$ cat src/rtl/jpeg_pkg.sv
// Shared definitions for the JPEG row-IDCT input feeder: coefficient width,
// read-side state encodings and the zigzag-to-natural position table.
package jpeg_pkg;

  localparam int COEF_W = 16;

  typedef enum logic [1:0] {
    RD_IDLE  = 2'd0,
    RD_BEAT0 = 2'd1,
    RD_BEAT1 = 2'd2,
    RD_GAP   = 2'd3
  } rd_state_e;

  // Entry k holds the natural (row*8+col) position of zigzag position k.
  localparam logic [5:0] ZIGZAG_TO_NAT [64] = '{
    6'd0,  6'd1,  6'd8,  6'd16, 6'd9,  6'd2,  6'd3,  6'd10,
    6'd17, 6'd24, 6'd32, 6'd25, 6'd18, 6'd11, 6'd4,  6'd5,
    6'd12, 6'd19, 6'd26, 6'd33, 6'd40, 6'd48, 6'd41, 6'd34,
    6'd27, 6'd20, 6'd13, 6'd6,  6'd7,  6'd14, 6'd21, 6'd28,
    6'd35, 6'd42, 6'd49, 6'd56, 6'd57, 6'd50, 6'd43, 6'd36,
    6'd29, 6'd22, 6'd15, 6'd23, 6'd30, 6'd37, 6'd44, 6'd51,
    6'd58, 6'd59, 6'd52, 6'd45, 6'd38, 6'd31, 6'd39, 6'd46,
    6'd53, 6'd60, 6'd61, 6'd54, 6'd47, 6'd55, 6'd62, 6'd63
  };

endpackage

$ cat src/rtl/jpeg_zigzag_rom.sv
// Zigzag-to-natural coefficient position lookup. When remapping is disabled
// the incoming position is already natural and passes straight through.
module jpeg_zigzag_rom
  import jpeg_pkg::*;
#(
  parameter int ZIGZAG_EN = 1
) (
  input  logic [5:0] zz_idx_i,
  output logic [5:0] nat_idx_o
);

  generate
    if (ZIGZAG_EN != 0) begin : g_remap
      assign nat_idx_o = ZIGZAG_TO_NAT[zz_idx_i];
    end else begin : g_bypass
      assign nat_idx_o = zz_idx_i;
    end
  endgenerate

endmodule

$ cat src/rtl/jpeg_idct_row_feed.sv
// Row-IDCT input producer. Sparse coefficients are collected into one of two
// 64-entry banks; a full bank is replayed row by row as two 4-coefficient
// beats, with a fixed idle gap after each row to match the IDCT's busy time.
// A per-bank presence mask makes omitted coefficients read as zero, so the
// banks themselves are never cleared.
module jpeg_idct_row_feed
  import jpeg_pkg::*;
#(
  parameter int ZIGZAG_EN = 1,
  parameter int ROW_GAP   = 9
) (
  input  logic              clk_i,
  input  logic              rst_i,
  input  logic              inport_valid_i,
  input  logic [COEF_W-1:0] inport_data_i,
  input  logic [5:0]        inport_idx_i,
  input  logic              inport_eob_i,
  output logic              inport_accept_o,
  output logic              outport_valid_o,
  output logic [COEF_W-1:0] outport_data0_o,
  output logic [COEF_W-1:0] outport_data1_o,
  output logic [COEF_W-1:0] outport_data2_o,
  output logic [COEF_W-1:0] outport_data3_o,
  output logic [2:0]        outport_idx_o
);

  // The gap counter loads ROW_GAP-1 so the GAP state lasts exactly ROW_GAP
  // cycles; with ROW_GAP = 0 the GAP state is skipped entirely.
  localparam int            GAP_W    = (ROW_GAP > 1) ? $clog2(ROW_GAP) : 1;
  localparam logic [GAP_W-1:0] GAP_LOAD = (ROW_GAP > 0) ? GAP_W'(ROW_GAP - 1) : '0;
  localparam bit            GAP_EN   = (ROW_GAP > 0);

  // Storage and per-bank flags
  logic [COEF_W-1:0]         mem_q [2][64];
  logic [1:0][63:0]          mask_q;
  logic [1:0]                full_q;
  logic                      wr_bank_q;
  logic                      rd_bank_q;

  // Read FSM state and registered outputs
  rd_state_e                 state_q;
  logic [2:0]                row_q;
  logic [GAP_W-1:0]          gap_cnt_q;
  logic                      out_valid_q;
  logic [3:0][COEF_W-1:0]    out_data_q;
  logic [2:0]                out_idx_q;

  // Combinational helpers
  logic [5:0]                wr_pos_s;
  logic                      accept_s;
  logic                      wr_fire_s;
  logic [2:0]                row_inc_d;
  logic [2:0]                rd_row_s;
  logic                      rd_half_s;
  logic [3:0][COEF_W-1:0]    beat_s;
  logic                      row_end_s;
  logic                      release_s;

  jpeg_zigzag_rom #(
    .ZIGZAG_EN (ZIGZAG_EN)
  ) u_zigzag_rom (
    .zz_idx_i  (inport_idx_i),
    .nat_idx_o (wr_pos_s)
  );

  // Accept depends only on registered flags; a bank freed this cycle is
  // visible to the writer from the next cycle on.
  assign accept_s  = ~full_q[wr_bank_q];
  assign wr_fire_s = inport_valid_i & accept_s;
  assign row_inc_d = row_q + 3'd1;

  // A row ends after the last gap cycle, or straight after beat 1 with no gap.
  assign row_end_s = ((state_q == RD_GAP) && (gap_cnt_q == '0)) ||
                     ((state_q == RD_BEAT1) && !GAP_EN);
  assign release_s = row_end_s && (row_q == 3'd7);

  // Coefficient write port; contents are qualified by the mask, so no reset.
  always_ff @(posedge clk_i) begin
    if (wr_fire_s) begin
      mem_q[wr_bank_q][wr_pos_s] <= inport_data_i;
    end
  end

  // Presence masks, full flags and write-bank pointer.
  always_ff @(posedge clk_i) begin
    if (rst_i) begin
      mask_q    <= '0;
      full_q    <= 2'b00;
      wr_bank_q <= 1'b0;
    end else begin
      if (wr_fire_s) begin
        mask_q[wr_bank_q][wr_pos_s] <= 1'b1;
        if (inport_eob_i) begin
          full_q[wr_bank_q] <= 1'b1;
          wr_bank_q         <= ~wr_bank_q;
        end
      end
      // Never the write bank: a full bank is not accepting writes.
      if (release_s) begin
        full_q[rd_bank_q] <= 1'b0;
        mask_q[rd_bank_q] <= 64'd0;
      end
    end
  end

  // Select which row/half the next registered beat will carry.
  always_comb begin
    rd_row_s  = 3'd0;
    rd_half_s = 1'b0;
    case (state_q)
      RD_IDLE: begin
        rd_row_s  = 3'd0;
        rd_half_s = 1'b0;
      end
      RD_BEAT0: begin
        rd_row_s  = row_q;
        rd_half_s = 1'b1;
      end
      RD_BEAT1, RD_GAP: begin
        rd_row_s  = row_inc_d;
        rd_half_s = 1'b0;
      end
      default: begin
        rd_row_s  = 3'd0;
        rd_half_s = 1'b0;
      end
    endcase
  end

  // Gather four coefficients of the selected half-row, zero where unwritten.
  always_comb begin
    beat_s = '0;
    for (int c = 0; c < 4; c++) begin
      if (mask_q[rd_bank_q][{rd_row_s, rd_half_s, 2'(c)}]) begin
        beat_s[c] = mem_q[rd_bank_q][{rd_row_s, rd_half_s, 2'(c)}];
      end else begin
        beat_s[c] = '0;
      end
    end
  end

  // Read FSM: state names the beat currently on the registered outputs.
  always_ff @(posedge clk_i) begin
    if (rst_i) begin
      state_q     <= RD_IDLE;
      row_q       <= 3'd0;
      gap_cnt_q   <= '0;
      rd_bank_q   <= 1'b0;
      out_valid_q <= 1'b0;
      out_data_q  <= '0;
      out_idx_q   <= 3'd0;
    end else begin
      case (state_q)
        RD_IDLE: begin
          if (full_q[rd_bank_q]) begin
            state_q     <= RD_BEAT0;
            row_q       <= 3'd0;
            out_valid_q <= 1'b1;
            out_data_q  <= beat_s;
            out_idx_q   <= 3'd0;
          end else begin
            out_valid_q <= 1'b0;
            out_data_q  <= '0;
            out_idx_q   <= 3'd0;
          end
        end
        RD_BEAT0: begin
          state_q     <= RD_BEAT1;
          out_valid_q <= 1'b1;
          out_data_q  <= beat_s;
          out_idx_q   <= row_q;
        end
        RD_BEAT1, RD_GAP: begin
          if (row_end_s) begin
            if (row_q == 3'd7) begin
              state_q     <= RD_IDLE;
              row_q       <= 3'd0;
              rd_bank_q   <= ~rd_bank_q;
              out_valid_q <= 1'b0;
              out_data_q  <= '0;
              out_idx_q   <= 3'd0;
            end else begin
              state_q     <= RD_BEAT0;
              row_q       <= row_inc_d;
              out_valid_q <= 1'b1;
              out_data_q  <= beat_s;
              out_idx_q   <= row_inc_d;
            end
          end else if (state_q == RD_BEAT1) begin
            state_q     <= RD_GAP;
            gap_cnt_q   <= GAP_LOAD;
            out_valid_q <= 1'b0;
            out_data_q  <= '0;
            out_idx_q   <= 3'd0;
          end else begin
            gap_cnt_q   <= gap_cnt_q - GAP_W'(1);
          end
        end
        default: begin
          state_q     <= RD_IDLE;
          out_valid_q <= 1'b0;
          out_data_q  <= '0;
          out_idx_q   <= 3'd0;
        end
      endcase
    end
  end

  assign inport_accept_o = accept_s;
  assign outport_valid_o = out_valid_q;
  assign outport_data0_o = out_data_q[0];
  assign outport_data1_o = out_data_q[1];
  assign outport_data2_o = out_data_q[2];
  assign outport_data3_o = out_data_q[3];
  assign outport_idx_o   = out_idx_q;

endmodule

$ cat config.mk
export PLATFORM = sky130hd
export DESIGN_NAME = jpeg_idct_row_feed
export DESIGN_NICKNAME = d
export VERILOG_FILES = /design/src/rtl/jpeg_pkg.sv /design/src/rtl/jpeg_zigzag_rom.sv /design/src/rtl/jpeg_idct_row_feed.sv
export SDC_FILE = /design/constraint.sdc
export NUM_CORES = 2
export LEC_CHECK = 0
export BUFFER_PORTS_ARGS = -buffer_cell sky130_fd_sc_hd__buf_4
export CORE_AREA = 2 2 551 553
export DETAILED_ROUTE_END_ITERATION = 8
export DIE_AREA = 0 0 553 555
export GPL_TIMING_DRIVEN = 1
export PLACE_DENSITY = 0.42
export REMOVE_ABC_BUFFERS = 1
export SLEW_MARGIN = 30
export SYNTH_ARGS = -nofsm -noshare
export SYNTH_HDL_FRONTEND = slang
export SYNTH_SLANG_ARGS = --single-unit
$ cat constraint.sdc
create_clock -name clk_i -period 3.8 [get_ports clk_i]
set_input_delay 0.38 -clock clk_i [delete_from_list [all_inputs] [get_ports clk_i]]
set_output_delay 0.38 -clock clk_i [all_outputs]
set_load 0.02 [all_outputs]
==> impl_metrics.csv <==
group,metric,value,unit
cells_and_area,multiInputGateArea,22700,um^2
min_path,hold_path_depth,1,
min_path,hold_path_end,"mem_q[0][392]",
synthesis,synth_top_family_by_area,"multiplexers",
drt,drt_iter0_drc,4643,
drt,viasPerCell,5.05,
synthesis,synthAdderAreaFrac,0.237,%
drt,drc,0,
global_route,grt_usage,17.5,%
synthesis,synth_cell_types,84,
synthesis,synthXorXnorAreaFrac,0.0390,%
synthesis,ys_seq_area_share,73.2,%
cells_and_area,nets,5784,
min_path,min_path_type,"input port to flip-flop",
synthesis,synth_compound_area_share,7.53,%
synthesis,synth-simple-area-share,4.08,%
synthesis,netlist_area,89800,um^2
setup_path,crit_path_end_kind,"flip-flop",
min_path,hold_start,"inport_data_i[8]",
synthesis,yosys_register_bits,2258,
placement,dp_hpwl,164,mm
global_route,grt_pass1_wl,388,mm
sta,finalCriticalPeriod,3.50,ns
setup_path,r2r-start,"row_q[0]",
outcome,outcome,"completed",
setup_path,path_max_fanout,25,
synthesis,yosys.area.top_type,"edfxtp_1",
pwr,p_total,56.4,mW
global_route,grt_max_degree,129,
global_route,antenna_found_initial,13,
drt,drtPass1Iterations,5,
clock_tree,clk_latency,0.83,ns
synthesis,synth_top_cell_area_share,68.5,%
setup_path,cp-start-kind,"flip-flop",
pwr,peakVddDrop,322,uV
placement,numPortBuffers,94,
drt,final_antenna_net_count,0,
sta,rsz0062_at_grt,"no",
clock_tree,clk_path_buf_depth,4,
synthesis,netlist_instances,5379,
setup_path,path_class,"flip-flop to flip-flop",
drt,via_count,50000,
synthesis,synth_edf_count,2048,
sta,worst_pin_slew,1.12,ns
clock_tree,htree_levels,5,
floorplanning,fp.dieW,553,um
pwr,p_per_area,531,nW/um^2
sta,hold_slack,0.0307,ns
synthesis,ys_dominant_reg_cell,"edfxtp_1",
setup_path,critPathArrivalTime,4.27,ns
placement,dp.cells,9443,
cells_and_area,fin_area,106000,um^2
cells_and_area,ff_latch_area,65700,um^2
flow_run,maxCapViolCount,0,
sta,finalCritPeriodShare,92.2,%
sta,finalClockSkew,0.0405,ns
placement,placed_cell_area,98000,um^2
global_route,grt_pass1_vias,50900,
sta,hold_violations,0,
placement,gp_congestion,0.778,
floorplanning,rows,202,
sta,report.final.slew_viol_count,0,
floorplanning,die_area,307000,um^2
clock_tree,cts-root-buf,"clkbuf_16",
sta,tns,0,ns
setup_path,reg2regPathDepth,11,
setup_path,critPathRequiredTime,4.56,ns
sta,maxSlewHeadroom,25.1,%
synthesis,syn_area_per_cell,16.7,um^2
global_route,grt-ovfl-total,0,
cells_and_area,drive_gt1_share,21.3,%
setup_path,r2r_setup_slack,0.30,ns
cells_and_area,fillCellCount,28600,
clock_tree,path_clk_slew,0.06,ns
synthesis,ys.warnings.count,0,
clock_tree,holdBufCountCts,8,
floorplanning,dieHeight,555,um
clock_tree,clkSinkCount,2258,
cells_and_area,area_delta_synth_final,18.2,%
clock_tree,cts_tree,"done",
floorplanning,boundaryPins,95,
clock_tree,cts_repair_resize_count,0,
cells_and_area,final_cell_count_no_fill,9908,
drt,routedWlPerCell,27.5,um
floorplanning,initial_core_util,29.8,%
floorplanning,fp.coreArea,301000,um^2
pwr,p_leak,31.9,nW
setup_path,r2r_end,"outport_data3_o[13]",
synthesis,async_flop_share,0,%
synthesis,muxShareOfSynthArea,13.0,%
drt,wl,273,mm
clock_tree,cts_buffers,266,
cells_and_area,final_cell_mix,"2,048 x edfxtp_1, 609 x nand2_1, 515 x mux2i_1",
sta,fmax,285,MHz
clock_tree,postCtsSetupBuffers,0,
cells_and_area,final_common_cell,"edfxtp_1",
synthesis,synth_area_leaders,"edfxtp_1 68%, mux4_2 7.1%, mux2i_1 5.7%",
sta,setup_viol,0,
==> worst max path at each step <==
stage | end | slack [ns] | cells past startpoint | start
3_3_place_gp | mem_q[0][262] | -0.13 | 10 | inport_idx_i[1]
6_report | outport_data3_o[13] | 0.30 | 11 | row_q[0]
3_5_place_dp | mem_q[1][141] | 0.16 | 11 | inport_idx_i[1]
5_1_grt | outport_data3_o[13] | 0.11 | 11 | row_q[0]
4_1_cts | outport_data3_o[5] | 0.24 | 9 | row_q[0]
2_1_floorplan | outport_data0_o[0] | -21.08 | 7 | row_q[0]
==> cell usage after synthesis (4+ instances only) <==
cell type	count
edfxtp_1	2048
nand2_1	609
a21oi_1	211
o22ai_1	133
buf_4	9
buf_6	5
o221ai_1	4
ha_1	17
and3b_1	5
o211ai_1	131
o31ai_1	17
nor2b_1	5
and2_1	6
o2111ai_1	130
buf_1	32
nor2_1	153
o21ai_1	38
mux2_2	5
o21a_1	6
and3_1	4
clkbuf_1	171
nor3_1	4
buf_2	162
a211oi_1	8
nand3_2	9
a31oi_1	67
nand3b_1	13
mux4_2	284
a311oi_1	67
o22a_1	6
dfxtp_1	210
a22oi_1	8
o21ai_0	146
inv_1	15
nand3_1	22
mux2i_1	515
o21ai_2	10
a211o_1	4
a211oi_2	4
nand2b_1	24
==> critical path, stage by stage, from the launching register on <==
cell and delay, ns:
dfxtp_4 0.55, ha_1 0.41, nand2_1 0.29, o22a_4 0.49, buf_12 0.28, o22ai_1 0.16, buf_4 0.19, a31oi_1 0.38
buf_4 0.21, a21oi_1 0.11, buf_4 0.16, o31ai_1 0.17
==> through the flow <==
stage	util (%)	worst slack [ns]
2_1_floorplan	-	-21.08
3_3_place_gp	32.5	-0.129
3_5_place_dp	32.5	0.155
4_1_cts	35.2	0.238
5_1_grt	35.2	0.105
6_report	35.3	0.296
==> cells by family (layout without fill, tap and decap cells) <==
family / Yosys count / in the layout
adder cells (fa/ha/maj): 17 / 17
buffers and inverters: 397 / 945
AND/OR/NAND/NOR: 878 / 878
multiplexers: 807 / 807
XOR/XNOR: 4 / 4
flip-flops: 2258 / 2258
AO/OA/AOI/OAI: 1018 / 1018
other: 0 / 3
==> registers in the layout (all words and copies together) (netlist names), named ones only <==
name and flops:
gap_cnt_q 4, full_q 2, mem_q 2048, outport_data3_o 16, rd_bank_q 1, outport_data2_o 16, row_q 3, outport_data1_o 16
outport_valid_o 1, wr_bank_q 1, outport_data0_o 16, mask_q 128, state_q 2, outport_idx_o 3
==> where the power goes <==
part           leakage (nW)  internal [mW]  switching (mW)
clock                  3.97           14.2            10.0
sequential             20.1           27.2          0.0843
combinational          7.84           1.54            3.43
==> area by class of cell <==
class,count,share of cell area [%]
timing repair buffer,475,4.38
clock buffer,348,6.91
clock inverter,106,0.701
sequential,2258,61.9
inverter,16,0.0566
antenna,3,0.00707
tap,3978,4.69
multi-input combinational,2724,21.4
==> routing by layer <==
metal / routed length [um] / track usage (%) / share of wire [%]
met4: 6410 / 4.36 / 2.3
met2: 129000 / 28.4 / 47
met5: 13 / 0 / 0.0048
met3: 11100 / 2.34 / 4.1
met1: 126000 / 24.6 / 46
Note: power is estimated with default switching activity, not from simulation.
